**src/rtl/proc_control_unit_pkg.sv**
```systemverilog
// proc_defs: shared opcode, ALU, branch-condition, state and IR-field definitions for the control unit.
package proc_defs;
    localparam logic [2:0] OP_MV  = 3'b000;
    localparam logic [2:0] OP_MVT = 3'b001;
    localparam logic [2:0] OP_ADD = 3'b010;
    localparam logic [2:0] OP_SUB = 3'b011;
    localparam logic [2:0] OP_LD  = 3'b100;
    localparam logic [2:0] OP_ST  = 3'b101;
    localparam logic [2:0] OP_AND = 3'b110;
    localparam logic [2:0] OP_B   = 3'b111;

    localparam logic [1:0] ALU_ADD_SUB = 2'b00;
    localparam logic [1:0] ALU_AND     = 2'b01;
    localparam logic [1:0] ALU_NONE    = 2'b11;

    localparam logic [2:0] COND_AL = 3'b000;
    localparam logic [2:0] COND_EQ = 3'b001;
    localparam logic [2:0] COND_NE = 3'b010;
    localparam logic [2:0] COND_CC = 3'b011;
    localparam logic [2:0] COND_CS = 3'b100;

    localparam int OP_HI   = 15;
    localparam int OP_LO   = 13;
    localparam int IMM_BIT = 12;
    localparam int RX_HI   = 11;
    localparam int RX_LO   = 9;
    localparam int RY_HI   = 2;
    localparam int RY_LO   = 0;

    typedef enum logic [2:0] {S_IDLE, S_F0, S_FW, S_F2, S_E3, S_E4, S_E5} state_t;

    function automatic logic is_alu(input logic [2:0] op);
        return op == OP_ADD || op == OP_SUB || op == OP_AND;
    endfunction
endpackage

```
**src/rtl/proc_control_unit_branch_cond_eval.sv**
```systemverilog
// branch_cond_eval: decides whether a b instruction is taken from its condition code and the flags.
module branch_cond_eval
    import proc_defs::*;
(
    input  logic [2:0] cond,
    input  logic       z_flag,
    input  logic       cout,
    output logic       taken
);
    assign taken = (cond == COND_AL) | (cond == COND_EQ & z_flag) | (cond == COND_NE & ~z_flag) |
                   (cond == COND_CC & ~cout) | (cond == COND_CS & cout);
endmodule

```
**src/rtl/proc_control_unit.sv**
```systemverilog
// proc_control_unit: multi-cycle fetch/decode/execute FSM driving all datapath enables.
module proc_control_unit
    import proc_defs::*;
#(
    parameter int N_REGS   = 8,
    parameter int MEM_WAIT = 1
) (
    input  logic              clock,
    input  logic              resetn,
    input  logic              run,
    input  logic [15:0]       ir,
    input  logic              z_flag,
    input  logic              cout,
    output logic              ir_in,
    output logic [N_REGS-1:0] r_in,
    output logic [N_REGS-1:0] r_out,
    output logic              imm_out,
    output logic              mem_out,
    output logic              g_out,
    output logic              a_in,
    output logic              g_in,
    output logic [1:0]        alu_op,
    output logic              add_sub_control,
    output logic              cin,
    output logic              flags_in,
    output logic              pc_incr,
    output logic              addr_in,
    output logic              dout_in,
    output logic              w_d,
    output logic              done
);
    localparam int CW = $clog2(MEM_WAIT + 1);
    localparam logic [N_REGS-1:0] ONE    = 1;
    localparam logic [N_REGS-1:0] PC_SEL = ONE << (N_REGS - 1);

    state_t state, next;
    logic [CW-1:0] cnt;
    logic taken, wait_done, op2_imm;
    logic [2:0] op, rx, ry;
    logic [N_REGS-1:0] rx_sel, ry_sel;
    logic unused_ir_bits;

    assign op             = ir[OP_HI:OP_LO];
    assign rx             = ir[RX_HI:RX_LO];
    assign ry             = ir[RY_HI:RY_LO];
    assign rx_sel         = ONE << rx;
    assign ry_sel         = ONE << ry;
    assign op2_imm        = ir[IMM_BIT] | op == OP_MVT | op == OP_B;
    assign wait_done      = cnt == CW'(MEM_WAIT - 1);
    assign unused_ir_bits = ^ir[8:3];

    branch_cond_eval u_cond (.cond(rx), .z_flag(z_flag), .cout(cout), .taken(taken));

    // the wait counter only runs while FW or ld-E4 is holding; any other move clears it
    always_ff @(posedge clock) begin
        if (!resetn) begin
            state <= S_IDLE;
            cnt   <= '0;
        end else begin
            state <= next;
            cnt   <= (next == state && (state == S_FW || state == S_E4)) ? cnt + 1'b1 : '0;
        end
    end

    always_comb begin
        next            = state;
        ir_in           = 1'b0;
        r_in            = '0;
        r_out           = '0;
        imm_out         = 1'b0;
        mem_out         = 1'b0;
        g_out           = 1'b0;
        a_in            = 1'b0;
        g_in            = 1'b0;
        alu_op          = ALU_NONE;
        add_sub_control = 1'b0;
        cin             = 1'b0;
        flags_in        = 1'b0;
        pc_incr         = 1'b0;
        addr_in         = 1'b0;
        dout_in         = 1'b0;
        w_d             = 1'b0;
        done            = 1'b0;
        // while reset is held every enable stays low, so an aborted instruction cannot write
        if (resetn) begin
            case (state)
                S_IDLE: next = run ? S_F0 : S_IDLE;
                S_F0: begin
                    r_out   = PC_SEL;
                    addr_in = 1'b1;
                    pc_incr = 1'b1;
                    next    = S_FW;
                end
                S_FW: next = wait_done ? S_F2 : S_FW;
                S_F2: begin
                    ir_in = 1'b1;
                    next  = S_E3;
                end
                S_E3: begin
                    next = S_E4;
                    if (op == OP_MV || op == OP_MVT) begin
                        imm_out = op2_imm;
                        r_out   = op2_imm ? '0 : ry_sel;
                        r_in    = rx_sel;
                        done    = 1'b1;
                    end else if (is_alu(op)) begin
                        r_out = rx_sel;
                        a_in  = 1'b1;
                    end else if (op == OP_LD || op == OP_ST) begin
                        r_out   = ry_sel;
                        addr_in = 1'b1;
                    end else if (taken) begin
                        r_out = PC_SEL;
                        a_in  = 1'b1;
                    end else begin
                        done = 1'b1;
                    end
                end
                S_E4: begin
                    next = S_E5;
                    if (is_alu(op)) begin
                        imm_out         = op2_imm;
                        r_out           = op2_imm ? '0 : ry_sel;
                        g_in            = 1'b1;
                        flags_in        = 1'b1;
                        alu_op          = op == OP_AND ? ALU_AND : ALU_ADD_SUB;
                        add_sub_control = op == OP_SUB;
                        cin             = op == OP_SUB;
                    end else if (op == OP_LD) begin
                        next = wait_done ? S_E5 : S_E4;
                    end else if (op == OP_ST) begin
                        r_out   = rx_sel;
                        dout_in = 1'b1;
                    end else begin
                        imm_out = 1'b1;
                        g_in    = 1'b1;
                        alu_op  = ALU_ADD_SUB;
                    end
                end
                S_E5: begin
                    done    = 1'b1;
                    g_out   = is_alu(op) || op == OP_B;
                    mem_out = op == OP_LD;
                    w_d     = op == OP_ST;
                    r_in    = op == OP_B ? PC_SEL : (op == OP_ST ? '0 : rx_sel);
                end
                default: next = S_IDLE;
            endcase
            if (done) next = run ? S_F0 : S_IDLE;
        end
    end
endmodule

```
**config.mk**
```make
export PLATFORM = sky130hd
export DESIGN_NAME = proc_control_unit
export DESIGN_NICKNAME = d
export VERILOG_FILES = /design/src/rtl/proc_control_unit_pkg.sv /design/src/rtl/proc_control_unit_branch_cond_eval.sv /design/src/rtl/proc_control_unit.sv
export SDC_FILE = /design/constraint.sdc
export NUM_CORES = 1
export LEC_CHECK = 0
export ABC_AREA = 1
export BUFFER_PORTS_ARGS = -buffer_cell sky130_fd_sc_hd__buf_2
export CAP_MARGIN = 20
export CORE_UTILIZATION = 30
export DETAILED_ROUTE_END_ITERATION = 8
export PLACE_DENSITY = 0.65
export SYNTH_ARGS = -nofsm -noshare
export SYNTH_HDL_FRONTEND = slang
export SYNTH_SLANG_ARGS = --single-unit
```
**constraint.sdc**
```tcl
create_clock -name clock -period 3.68 [get_ports clock]
set_clock_uncertainty 0.1 [all_clocks]
set_input_delay 0.736 -clock clock [delete_from_list [all_inputs] [get_ports clock]]
set_output_delay 0.736 -clock clock [all_outputs]
set_load 0.05 [all_outputs]
```
# ---- Word level (Yosys, flattened, before mapping)
# Index checks and enable logic that the tools add are counted.
dict set report classes {
  n_addsub 1
  n_eq_ne 18
  n_shift 2
  muxes 77
  bitwise 12
  reduce_logical 11
}
# operator count
set ops {}
lappend ops {{2-to-1 mux 8 bit} 13}
lappend ops {{2-to-1 mux 1 bit} 48}
lappend ops {{equality test 3 bit, second input constant} 8}
lappend ops {{one-hot mux 8 bit (3 select lines)} 1}
lappend ops {{one-hot mux 3 bit (7 select lines)} 1}
lappend ops {{equality test 3 x 2 -> 1 bit, second input constant} 6}
lappend ops {{2-to-1 mux 2 bit} 8}
lappend ops {{one-hot mux 8 bit (2 select lines)} 1}
lappend ops {{<< shifter 1 x 3 -> 8 bit, first input constant} 2}
lappend ops {{equality test 3 x 1 -> 1 bit, second input constant} 3}
lappend ops {{logical NOT 3 bit} 3}
lappend ops {{logical OR 1 bit} 6}
lappend ops {{2-to-1 mux 3 bit} 2}
lappend ops {{OR 1 bit} 6}
lappend ops {{one-hot mux 1 bit (2 select lines)} 3}
lappend ops {{AND 1 bit} 4}
lappend ops {{equality test 3 bit} 1}
lappend ops {{NOT 1 bit} 2}
lappend ops {{AND reduction 2 bit} 1}
lappend ops {{adder 1 bit, second input constant} 1}
lappend ops {{logical AND 1 bit} 1}
dict set report totals {
  reg_bits 4
  inputBits 21
}

# ---- Longest topological paths before layout
dict set report logic_depth {
  ltp_word 17
  ltp_mapped 11
}

# ---- Modules after synthesis
# A second synthesis with hierarchy kept.
dict set report unflattened {
  hier_cells 236
  area_unflattened_um2 1084.8
}
# module instances cells_each area_per_inst_um2 seq_area_each_um2
set by_module_without_submodules {}
lappend by_module_without_submodules {proc_control_unit 1 223 1031.0 80.1}
lappend by_module_without_submodules {branch_cond_eval 1 13 53.8 0.0}

# ---- Worst setup path after synthesis
# OpenSTA, ideal clock, no wires.
dict set report synth_timing {
  kind {input to output}
  start {in ir[14]}
  end {out r_in[1]}
  arrival_ns 2.703
  t_required_ns 2.844
  setup_slack_ns 0.141
  cell_stages 5
  path_cell_list {nor2_2 inv_2 nor2_4 o21ai_2 nor4_1}
}
dict set report synth_via {
  elab_chain_cells 5
  word_cells_on_any_way 10
  classes_between {3 x eq/ne; 5 x mux; 2 x reduce/logical}
}
# item line_no
set synth_rtl {}
lappend synth_rtl {{from (decl)} proc_control_unit.sv:11} ;# input logic [15:0] ir,
lappend synth_rtl {{equality test 3 bit, or another cell as far along} proc_control_unit.sv:145} ;# r_in = op == OP_B ? PC_SEL : (op == OP_ST ? '0 : rx_sel);
lappend synth_rtl {{2-to-1 mux 8 bit or logical OR 1 bit (tied branches)} {proc_control_unit.sv:145, proc_control_unit.sv:101}}
lappend synth_rtl {{2-to-1 mux 8 bit, on equally long branches} {proc_control_unit.sv:145, proc_control_unit.sv:101}}
lappend synth_rtl {{one-hot mux 8 bit (2 select lines) *} proc_control_unit.sv:86} ;# case (state)
lappend synth_rtl {{2-to-1 mux 8 bit *} proc_control_unit.sv:85} ;# if (resetn) begin
lappend synth_rtl {{to (decl)} proc_control_unit.sv:15} ;# output logic [N_REGS-1:0] r_in,
# Mark *: on every way between the ends. The rest lies on a longest branch, timed or not.

# ---- Worst setup path after layout
dict set report layout_timing {
  start {in ir[14]}
  end {out r_out[1]}
}
dict set report layout_via {
  elab_chain_cells 7
  word_cells_on_any_way 23
  classes_between {7 x eq/ne; 9 x mux; 2 x bitwise; 5 x reduce/logical}
}
# item line_no
set layout_rtl {}
lappend layout_rtl {{equality test 3 x 1 -> 1 bit, or another cell as far along} {proc_control_unit.sv:48, proc_control_unit.sv:101}}
lappend layout_rtl {{OR 1 bit, or another cell as far along (2 in a row)} proc_control_unit.sv:48} ;# assign op2_imm = ir[IMM_BIT] | op == OP_MVT | op == OP_B;
lappend layout_rtl {{2-to-1 mux 8 bit, on equally long branches} {proc_control_unit.sv:103, proc_control_unit.sv:123, proc_control_unit.sv:106}}
lappend layout_rtl {{2-to-1 mux 8 bit, on equally long branches} {proc_control_unit.sv:121, proc_control_unit.sv:101}}
lappend layout_rtl {{one-hot mux 8 bit (3 select lines) *} proc_control_unit.sv:86}
lappend layout_rtl {{2-to-1 mux 8 bit *} proc_control_unit.sv:85}
lappend layout_rtl {{to (decl)} proc_control_unit.sv:16} ;# output logic [N_REGS-1:0] r_out,
# Marks and branches as above.

==> results list <==
- After synthesis, the mean cell area works out to 5.111 um2.
- The detailed router finished its first iteration with 49 violations.
- At the worst endpoint, the arrival time is 2.08 ns.
- DRC violations left: 0
- Fill cells: 417
- The largest individual stage delay along the critical path comes from the cell sky130_fd_sc_hd__buf_2.
- Measured along the x axis, the die boundary spans 62.24 um.
- Number of detailed-route iterations in the first pass: 4
* Gpl congestion: 0.8293
- TritonCTS clock tree: yes
- Category of the worst setup path launch point: input pin
- Post-synth net total: 234
* CTS resizes: 0
- 53 I/O pins were placed.
* Cell area after layout: 1385 um2
* Post-synthesis cell count: 213
- Setup violations remaining at the end of the flow were counted as 0.
* Number of rows in the core area: 21
- First-pass GRT wire length: 5395 um
* Most used flip-flop cell after synthesis: sky130_fd_sc_hd__dfxtp_1
- At the later pin of the worst-skew pair, clock insertion delay measures 0.23 ns.
* Power per cell area: 197.0 nW/um2
* Cell depth of the worst min-delay path: 4
- CTS built an H-tree with a depth of 1.
- Result of the run: completed
- Number of input and output port buffers inserted: 46
- Layout cells sized above 1: 0.3205
- Summed over all cells, the static leakage comes to 0.0007081 uW.
* Fraction of registers with async set/reset: 0
- Leading cell type in the layout, fill and taps excluded: sky130_fd_sc_hd__nand2_1
- The final number of max-transition violations was 0.
* Core outline area: 3416 um2
- Worst hold-check path type: reg -> reg
- Ant. Diodes: 0
- Dividing the detail-routed via count by the number of cells gives 4.889.
- Timing would allow up to 342.7 MHz.
- Maximum root-to-sink buffer count: 2
- Critical path class: in -> out
* Area growth, synth to finish: 27.24%
- Number of different library cells in the post-synthesis netlist: 32
* Buffer cell driving the clock tree root: sky130_fd_sc_hd__clkbuf_4
- Post-Route WL: 3345 um
- The number of buffers and inverters on the critical path is 4.
- Number of nets in the finished design: 282
- Post-Route Setup TNS: 0 ns
- For this run, the slowest stage of the critical path takes 0.29 ns.
- Fin crit period: 2.918 ns
- Post-CTS Setup Bufs: 0
- Die ar.: 3873 um2
* Most frequent cells in the layout: 50 x sky130_fd_sc_hd__nand2_1, 46 x sky130_fd_sc_hd__buf_2, 24 x sky130_fd_sc_hd__nor2_1
* Final HPWL DP: 2701 um
- Worst-case vdd ir drop: 0.0001420 V
* Number of enable-type register cells in the synthesized netlist: 0
- In this run the cell area of the synthesized design comes to 1089 um2.
- Buffers inserted during clock tree synthesis total 3.
- CTS clk-pin slew, worst paths: 0.04 ns
* Number of antenna violations at the first check in global routing: 0
- The tool flagged a number of max-cap violations equal to 0.
- Number of routed nets with antenna violations: 0
* Hold Violations, Final: 0
- After synthesis, the cell types taking the most area are sky130_fd_sc_hd__nand2_1 17%, sky130_fd_sc_hd__nand3_1 8.3%, sky130_fd_sc_hd__nor2_1 8.3%.
- Routed len/inst: 10.97 um
- The final route contains 1491 vias.
- Sequential cell area: 80.08 um2
* Placement Cell Area: 1363 um2
- Yosys printed 0 warnings.
- The die is 62.24 um tall.
* Area of combinational cells with multiple inputs: 842.1 um2
* Final Cycle Share: 0.7929
- Sum of overflow across all layers after global routing: 0
* Cell family with the largest share of critical-path delay: buffers and inverters
* Crit. path cell count: 11
* Global Route Usage Sum: 0.1665
* Post-synth top area cell: sky130_fd_sc_hd__nand2_1
- Setup repair after global routing left no endpoint under its margin.
- Sequential-to-total area share from yosys stat: 0.07356
* Nature of the critical path endpoint: output port
* WP data required: 2.84 ns
- After clock tree synthesis, the flow added hold-fix buffers numbering 0.
- The worst register-to-register path has a depth of 7.
- Starting density of the core: 0.3187
* Largest driver fanout on the critical path: 7
- Fraction of post-synthesis cell area in the top cell type by area: 0.1724
* Pin count of the biggest net entering global routing: 19
* Number of global-route vias before repair: 1242
* Crit path cell chain: buf_2, inv_2, nand2_4, nand3_2, nand2_2, inv_2, nand2_1, o21ai_1, nand2_1, a21oi_1, buf_2
- The tree built by TritonCTS fans out to 4 sinks.
* Total of flip-flops plus latches after synthesis: 4
-- cells by family (layout without fill, tap and decap cells) --
| family | Yosys count | count (layout) | share of synthesized area |
|---|---|---|---|
| other | 1 | 1 | 0.003445 |
| buffers and inverters | 42 | 88 | 0.1529 |
| AOI/OAI and AO/OA | 37 | 37 | 0.1885 |
| DFF | 4 | 4 | 0.07357 |
| and+or+nand+nor | 129 | 129 | 0.5816 |
-- flip-flops by register name, indices dropped and copies added (netlist names) --
name / cells
state: 3
cnt: 1
-- layer usage --
layer	up-vias	global-route usage	wire [um]
li1	790	-	-
met1	650	0.2326	1695
met2	51	0.2816	1480
met3	0	0.02574	169
met4	0	0.005814	0
met5	-	0	0
-- area by class of cell --
type	count	area share
Tap cell	46	0.04155
Timing Repair Buffer	47	0.1716
Clock buffer	3	0.01626
Multi-Input combinational cell	167	0.6079
Inverter	38	0.1048
Sequential cell	4	0.05781
-- path summary, 6_finish.rpt --
path / startpoint / to / slack (ns)
worst max-delay path: ir[14] / r_out[1] / 0.76
worst min-delay path: state[0]$_SDFF_PN0_ / state[2]$_SDFF_PN0_ / 0.60
worst min register to register: state[0]$_SDFF_PN0_ / state[2]$_SDFF_PN0_ / 0.60
worst max register to register: state[0]$_SDFF_PN0_ / state[2]$_SDFF_PN0_ / 2.31
-- power by group --
group / switching, uW / internal, uW
registers: 5.92 / 50.8
clock network: 16.9 / 36.4
logic: 116 / 46.7
-- synthesized netlist by cell type (all sizes together), types with 2 or more instances --
| cell type | number |
|---|---|
| nor2 | 30 |
| nand3 | 22 |
| nor3 | 11 |
| dfxtp | 4 |
| buf | 3 |
| nor4 | 2 |
| inv | 38 |
| nand4 | 3 |
| nand2 | 56 |
| a21oi | 11 |
| o22ai | 4 |
| o21ai | 17 |
| o211ai | 2 |
| and3 | 2 |
-- tightest hold or removal path, cell delays in order (launching register included) --
cell	delay [ns]
sky130_fd_sc_hd__dfxtp_1	0.31
sky130_fd_sc_hd__inv_2	0.07
sky130_fd_sc_hd__nand2_1	0.07
sky130_fd_sc_hd__nand3_1	0.08
sky130_fd_sc_hd__and3_1	0.14
-- through the flow --
stage / power [uW] / util / hold WS, ns / worst slack (ns) / instances
after detailed placement: 219.6 / 0.3989 / 0.5813 / 0.7637 / 302
after global placement: 219.2 / 0.3989 / 0.5874 / 0.7642 / 302
after CTS: 276.0 / 0.4055 / 0.5910 / 0.7612 / 305
after floorplan: 177.0 / - / 0.5379 / 0.1410 / 213
after global routing: 297.3 / 0.4055 / 0.6562 / 0.6135 / 305
final: 272.9 / 0.4055 / 0.6017 / 0.7620 / 305
(Power assumes the default switching activity.)
